==> config.mk <==
export PLATFORM = sky130hd
export DESIGN_NAME = bcd_counter_n
export DESIGN_NICKNAME = d
export VERILOG_FILES = /design/src/rtl/bcd_counter_n.sv
export SDC_FILE = /design/constraint.sdc
export NUM_CORES = 1
export LEC_CHECK = 0
export ABC_AREA = 1
export BUFFER_PORTS_ARGS = -buffer_cell sky130_fd_sc_hd__buf_4
export CAP_MARGIN = 0
export CORE_MARGIN = 10
export CORE_UTILIZATION = 31
export DETAILED_ROUTE_END_ITERATION = 16
export PLACE_DENSITY = 0.54
export SYNTH_ARGS = -nofsm -noshare
export SYNTH_HDL_FRONTEND = slang
export SYNTH_SLANG_ARGS = --single-unit
==> constraint.sdc <==
create_clock -name clk -period 1.5 [get_ports clk]
set_clock_uncertainty 0.2 [all_clocks]
set_input_delay 0 -clock clk [delete_from_list [all_inputs] [get_ports clk]]
set_output_delay 0 -clock clk [all_outputs]
set_load 0.02 [all_outputs]
==> src/rtl/bcd_counter_n.sv <==
// bcd_counter_n: parametrised multi-digit packed BCD counter with enable, sync clear, parallel load
//   Optional feature macro: BCD_UPDOWN_EN adds the dir port and down counting.
//   Parameters: DIGITS  number of BCD digits (1..8), digit 0 is the LS nibble
//   Ports:
//     clk       rising-edge system clock
//     reset     asynchronous active-high reset (count and c_out to zero)
//     en        count enable, one step per edge
//     clr       synchronous clear, overrides load and en
//     load      synchronous parallel load of load_val, overrides en
//     load_val  packed BCD load value; nibbles above 9 load as 0
//     dir       0 = up, 1 = down (only with BCD_UPDOWN_EN)
//     count     registered packed BCD count
//     c_out     registered one-cycle wrap (carry/borrow) pulse
//     tc        combinational: en high and the next step wraps
module bcd_counter_n #(
    parameter int DIGITS = 4
) (
    input  logic                  clk,
    input  logic                  reset,
    input  logic                  en,
    input  logic                  clr,
    input  logic                  load,
    input  logic [4*DIGITS-1:0]   load_val,
`ifdef BCD_UPDOWN_EN
    input  logic                  dir,
`endif
    output logic [4*DIGITS-1:0]   count,
    output logic                  c_out,
    output logic                  tc
);
    logic                down;
    logic [4*DIGITS-1:0] nxt;
    logic [4*DIGITS-1:0] ld_fix;
    logic                carry;
    logic [3:0]          d;

`ifdef BCD_UPDOWN_EN
    assign down = dir;
`else
    assign down = 1'b0;
`endif

    // Ripple the step through the digits; carry ends high only when every digit was terminal.
    always_comb begin
        nxt    = count;
        ld_fix = load_val;
        carry  = 1'b1;
        d      = 4'd0;
        for (int i = 0; i < DIGITS; i++) begin
            d = count[4*i +: 4];
            if (carry)
                nxt[4*i +: 4] = down ? ((d == 4'd0) ? 4'd9 : d - 4'd1)
                                     : ((d == 4'd9) ? 4'd0 : d + 4'd1);
            carry = carry & (down ? (d == 4'd0) : (d == 4'd9));
            ld_fix[4*i +: 4] = (load_val[4*i +: 4] > 4'd9) ? 4'd0 : load_val[4*i +: 4];
        end
    end

    assign tc = en & carry;

    always_ff @(posedge clk or posedge reset) begin
        if (reset) begin
            count <= '0;
            c_out <= 1'b0;
        end else if (clr) begin
            count <= '0;
            c_out <= 1'b0;
        end else if (load) begin
            count <= ld_fix;
            c_out <= 1'b0;
        end else if (en) begin
            count <= nxt;
            c_out <= carry;
        end else begin
            c_out <= 1'b0;
        end
    end
endmodule

==> metrics.txt, run 1 <==
pin count of the biggest net entering global routing 18; WP data arrival 1.42 ns; Setup WS pre-CTS -0.0447 ns; Buf/Inv on CP 2; fin crit share 108%; Chip Height 85.8 um; HP Start load; Port Buffers 38; vias in the first global route 1659; final non-filler cell total 344; Global Route Usage Sum 12.4%; Max-cap violations 0; initial antenna violation count 0; CP max-delay cell dfrtp_2; Layout fillers 391; clk slew on worst S/H paths 0.07 ns; number of synthesized register bits 17; Worst Setup End Kind output pin; critical path's largest stage delay 0.41 ns; Vias per Instance 4.81; achievable clock frequency 0.619 GHz; Clock Latency Late Sink 0.25 ns; Fin Hold WS -0.0294 ns; Final Hold Vio Count 1; highest-count cells in the layout ignoring fill and taps buf_4 (69), nand2_1 (44), nand3_1 (24), inv_1 (23), dlygate4sd3_1 (20); Switching Share 35.4%; Psw 564 uW; endpoints failing setup 11; Reg-to-Reg End count[7]; Area Growth Syn to Fin 79.7%; CP required 1.30 ns; worst path cell trace inv_2 > ha_4 > nand3_4 > nor2_4 > nand2_4 > nor3_4 > buf_6; hold path depth 5; peak supply drop 0.000620 V; DRT iter0 DRCs 76; R2R Setup Slk -0.07 ns; die width 85.8 um; RSZ-0062 raised after global routing yes; layout cells sized above 1 42.2%; measured slew at the worst slew-check pin 0.285 ns; # diodes 0; Post-DP HPWL 3240 um; worst min-delay path endpoint count[10]; Slew Limit Fails 0; I/O Pins 39; Synthesized Nets 229; Netlist cell types 25; Cell Pwr Density 660 nW/um2; worst reg2reg startpoint count[1]; RD Place Congestion 0.858; CP max FO 2; startpoint class of the critical path flip-flop; final setup margin -0.117 ns; status complete, but fails checks; DP Cell Count 306; most common cell after layout, fill and taps aside buf_4; cell area after layout 2410 um2; CTS tree yes; initial core utilization 32.8%; final antenna-violating net count 0; Core ar. 4090 um2; Int Power 1030 uW; syn_area_per_cell 6.71 um2; share of the yosys chip area belonging to registers 31.7%; drt drc 0; nets 324; wire per inst 13.3 um; DR vias 1654; Setup CP Type reg -> out; synthesized cell area 1340 um2; Num CTS Buffers 3; Clock power frac 22.4%; critical path's top delay family flip-flops; Sequential Power Share 34.5%; relative slew slack 81.0%; H-tree depth 1; row count 23; Yosys warning count 0; Pleak 0.00122 uW; R2R depth 9; worst hold path class in -> reg; failing checks negative hold slack, negative setup slack; clk buf depth 2; Root Buffer clkbuf_8; 1st-pass router iterations 4; first-pass GRT wire length 7710 um; clk sinks 17; area post-placement 1910 um2; grt ovf 0; fin crit period 1.62 ns; Combinational Power Share 43.1%; Mapped Cells 200; final wirelength 4580 um; die area 7360 um2
routing by layer:
layer	wire [um]	track usage [%]	share of wire (%)	vias up
met5	0	0	0	-
met2	2160	19.9	47	40
met4	85	2.54	1.9	0
met1	2090	15.9	46	771
li1	-	-	-	835
met3	239	3.69	5.2	8
cell families (layout without fill, tap and decap cells):
family	count (synthesis)	count (layout)	synth area share, %
buf+inv	33	127	10.4
simple gates	111	111	38.1
flops	17	17	31.7
xor+xnor	1	1	0.653
fa+ha+maj	8	8	7.46
compound gates	30	30	11.7
flip-flops by register name (all words and copies together), names as in the netlist:
register,cells
c_out,1
count,16
power groups by stage:
stage | Sequential [uW] | Combinational (uW) | Clock [uW]
floorplan | 627 | 230 | 0
global placement | 555 | 562 | 0
detailed placement | 555 | 560 | 0
CTS | 550 | 626 | 357
global route | 557 | 759 | 376
finish | 549 | 685 | 357
cell type report:
class / instances / area (um2) / share of cell area (%)
clock buffer: 4 / 45.0 / 1.87
inverter: 30 / 113 / 4.67
multi-input combinational: 150 / 990 / 41.1
sequential: 17 / 435 / 18.1
tap: 50 / 62.6 / 2.60
timing repair buffer: 93 / 764 / 31.7
how the worst max path moves through the flow:
stage	from	end	slack [ns]	cells after the start
2_1_floorplan	count[9]	count[15]	0.004	7
3_3_place_gp	count[12]	count[14]	-0.11	6
3_5_place_dp	count[12]	count[14]	-0.04	6
4_1_cts	count[1]	tc	-0.13	7
5_1_grt	count[1]	tc	-0.20	7
6_report	count[1]	tc	-0.12	7
what timing repair did:
item,CTS,global route
gates resized for setup,10,29
pin swaps,4,10
setup endpoints to repair,5,18
endpoints found under the hold margin,34,0
hold buffers,21,0
setup buffers,4,9
synthesized netlist by cell type:
cell type	number	share of area, %
buf_2	1	0.37
o21ai_1	5	1.9
nand3_1	29	11
buf_6	2	1.7
nand4_1	4	1.9
or2_2	1	0.47
o21ai_2	1	0.65
nand3b_2	1	0.84
inv_2	4	1.1
dfrtp_1	17	32
nand2_4	1	0.84
nand2_2	2	0.93
nor4_1	1	0.47
nor2_4	2	1.7
o22ai_1	1	0.47
a31oi_1	1	0.47
a21oi_1	5	1.9
nor3_1	2	0.75
o21ai_0	17	6.3
nor2_1	17	4.8
ha_1	8	7.5
nand2_1	49	14
inv_1	26	7.3
nor2_2	2	0.93
xnor2_1	1	0.65
worst min-delay path, delay by kind of cell:
kind | cells | cell delay, ns
and+or+nand+nor | 3 | 0.14
AOI/OAI and AO/OA | 1 | 0.13
buffers and inverters | 1 | 0.11
metrics by stage:
| stage | total power, uW | util, % | setup TNS [ns] |
|---|---|---|---|
| finish | 1590 | 59.0 | -0.612 |
| global route | 1690 | 59.0 | -1.67 |
| CTS | 1530 | 54.9 | -0.667 |
| detailed placement | 1120 | 46.7 | -0.0936 |
| global placement | 1120 | 46.7 | -0.195 |
| floorplan | 857 | - | 0 |
Power figures use the tool's default switching activity.
==> run 2: changes to the inputs <==
--- a/config.mk
+++ b/config.mk
@@ -9,9 +9,9 @@
 export BUFFER_PORTS_ARGS = -buffer_cell sky130_fd_sc_hd__buf_4
 export CAP_MARGIN = 0
 export CORE_MARGIN = 10
-export CORE_UTILIZATION = 31
+export CORE_UTILIZATION = 46
 export DETAILED_ROUTE_END_ITERATION = 16
-export PLACE_DENSITY = 0.54
+export PLACE_DENSITY = 0.75
 export SYNTH_ARGS = -nofsm -noshare
 export SYNTH_HDL_FRONTEND = slang
 export SYNTH_SLANG_ARGS = --single-unit
==> metrics.txt, run 2 (synthesis results as in run 1) <==
wire per inst 15.7 um (+18%); Core ar. 2780 um2 (-32%); # diodes 0 (unchanged); achievable clock frequency 0.564 GHz (-8.9%); initial core utilization 48.2% (+15 points); drt drc 0 (unchanged); Max-cap violations 0 (unchanged); Largest regs count (16), c_out (1); Vias per Instance 5.40 (+12%); die area 5480 um2 (-26%); highest-count cells in the layout ignoring fill and taps buf_4 (60), nand2_1 (46), dlygate4sd3_1 (24), inv_1 (23), nand3_1 (23); first-pass GRT wire length 7620 um (-1.3%); Setup WS pre-CTS -0.0524 ns (-0.00771 ns); DR vias 1732 (+4.7%); Buf/Inv on CP 2 (unchanged); Chip Height 74 um (-14%); CP max FO 2 (unchanged); final non-filler cell total 321 (-6.7%); Final Hold Vio Count 0 (-1); CP max-delay cell dfrtp_2; H-tree depth 1 (unchanged); clk buf depth 2 (unchanged); pin count of the biggest net entering global routing 18 (unchanged); initial antenna violation count 0 (unchanged); row count 19 (-17%); critical path's top delay family simple AND/OR/NAND/NOR gates; Pleak 0.00118 uW (-3.3%); Biggest register count; peak supply drop 0.000619 V (about the same); Worst Setup End Kind output pin; DRT iter0 DRCs 166 (+120%); relative slew slack 65.8% (-15 points); Root Buffer clkbuf_4; startpoint class of the critical path flip-flop; Global Route Usage Sum 17.3% (+4.9 points); nets 320 (-1.2%); Area Growth Syn to Fin 72.5%; die width 74 um (-14%); most common cell after layout, fill and taps aside buf_4; Fin Hold WS 0.0544 ns (+0.0838 ns); Post-DP HPWL 2970 um (-8.1%); final antenna-violating net count 0 (unchanged); RD Place Congestion 0.886 (+3.2%); max FFs per register 16 (unchanged); area post-placement 1860 um2 (-2.8%); worst reg2reg startpoint count[1]; Setup CP Type reg -> out; status complete, but fails checks; vias in the first global route 1691 (+1.9%); Clock Latency Late Sink 0.31 ns (+0.06 ns); cell area after layout 2310 um2 (-4.0%); endpoints failing setup 17 (+6); worst path cell trace inv_2 > ha_4 > nand3_4 > nor2_4 > nand2_4 > nor3_4 > buf_6; Port Buffers 38 (unchanged); WP data arrival 1.57 ns (+0.15 ns); clk sinks 17 (unchanged); fin crit share 118% (+10 points); measured slew at the worst slew-check pin 0.512 ns (+0.227 ns); final wirelength 5050 um (+10%); critical path's largest stage delay 0.42 ns (about the same); I/O Pins 39 (unchanged); Slew Limit Fails 0 (unchanged); Crit. Startpoint count[1]; CP required 1.30 ns (about the same); Cell Pwr Density 646 nW/um2 (-2.2%); grt ovf 0 (unchanged); failing checks negative setup slack; RSZ-0062 raised after global routing yes; DP Cell Count 283 (-7.5%); final setup margin -0.274 ns (-0.157 ns); worst hold path class in -> async; 1st-pass router iterations 5 (+1); clk slew on worst S/H paths 0.12 ns (+0.05 ns); layout cells sized above 1 37.2% (-4.9 points); CTS tree yes; fin crit period 1.77 ns (+0.157 ns); Num CTS Buffers 3 (unchanged)
## run 2: changes by cell type in the layout (fill, tap and decap cells not counted), sizes merged
| cell | previous run | this run |
|---|---|---|
| dlygate4sd3 | 20 | 24 |
| buf | 72 | 63 |
| dlymetal6s4s | 1 | 2 |
## run 2: layer usage
| metal | GRT usage [%] | up-vias | part of all wire [%] |
|---|---|---|---|
| met4 | 5.18 | 0 | 2.3 |
| met2 | 32.2 | 75 | 52 |
| met5 | 0 | - | 0 |
| li1 | - | 837 | - |
| met3 | 3.06 | 16 | 6.6 |
| met1 | 19.5 | 804 | 39 |
## run 2: layout make-up
type / instances / area (um2)
flip-flops and latches: 17 / 435
repair buffers: 89 / 749
well taps: 31 / 38.8
inverters: 30 / 113
fillers: 173 / 468
multi-input cells: 150 / 951
clock buffers: 4 / 26.3
## run 2: through the flow
| stage | utilization, % | power, uW | TNS, ns |
|---|---|---|---|
| 2_1_floorplan | - | 857 | 0 |
| 3_3_place_gp | 66.7 | 1090 | -0.0716 |
| 3_5_place_dp | 66.7 | 1090 | -0.102 |
| 4_1_cts | 79.8 | 1420 | -1.26 |
| 5_1_grt | 83.2 | 1580 | -3.56 |
| 6_report | 83.2 | 1490 | -2.44 |
## run 2: timing repair
action / in CTS / in global routing
endpoints found under the hold margin: 34 / 0
pin swaps: 3 / 5
hold buffers: 26 / 0
resized for setup: 10 / 17
setup buffers: 3 / 5
endpoints found under the setup margin: 6 / 18
## run 2: worst paths after layout
| path | end | cells past startpoint | slack [ns] |
|---|---|---|---|
| min reg2reg | count[9] | 2 | 0.38 |
| min in group clk | count[3] | 6 | 0.06 |
| max in group asynchronous | count[0] | 4 | 0.83 |
| max reg2reg | count[14] | 10 | -0.19 |
| max | tc | 7 | -0.27 |
| min | count[11] | 4 | 0.05 |
## run 2: power breakdown
group | total [uW] | internal (uW) | switching (uW)
Clock | 282 | 104 | 178
Sequential | 552 | 505 | 47.1
Combinational | 660 | 310 | 351
## run 2: worst register-to-register path, delay by kind of cell, from the launching register on
kind	cells	cell delay [ns]
flops	1	0.42
simple gates	6	0.59
fa+ha+maj	1	0.14
buf+inv	3	0.30
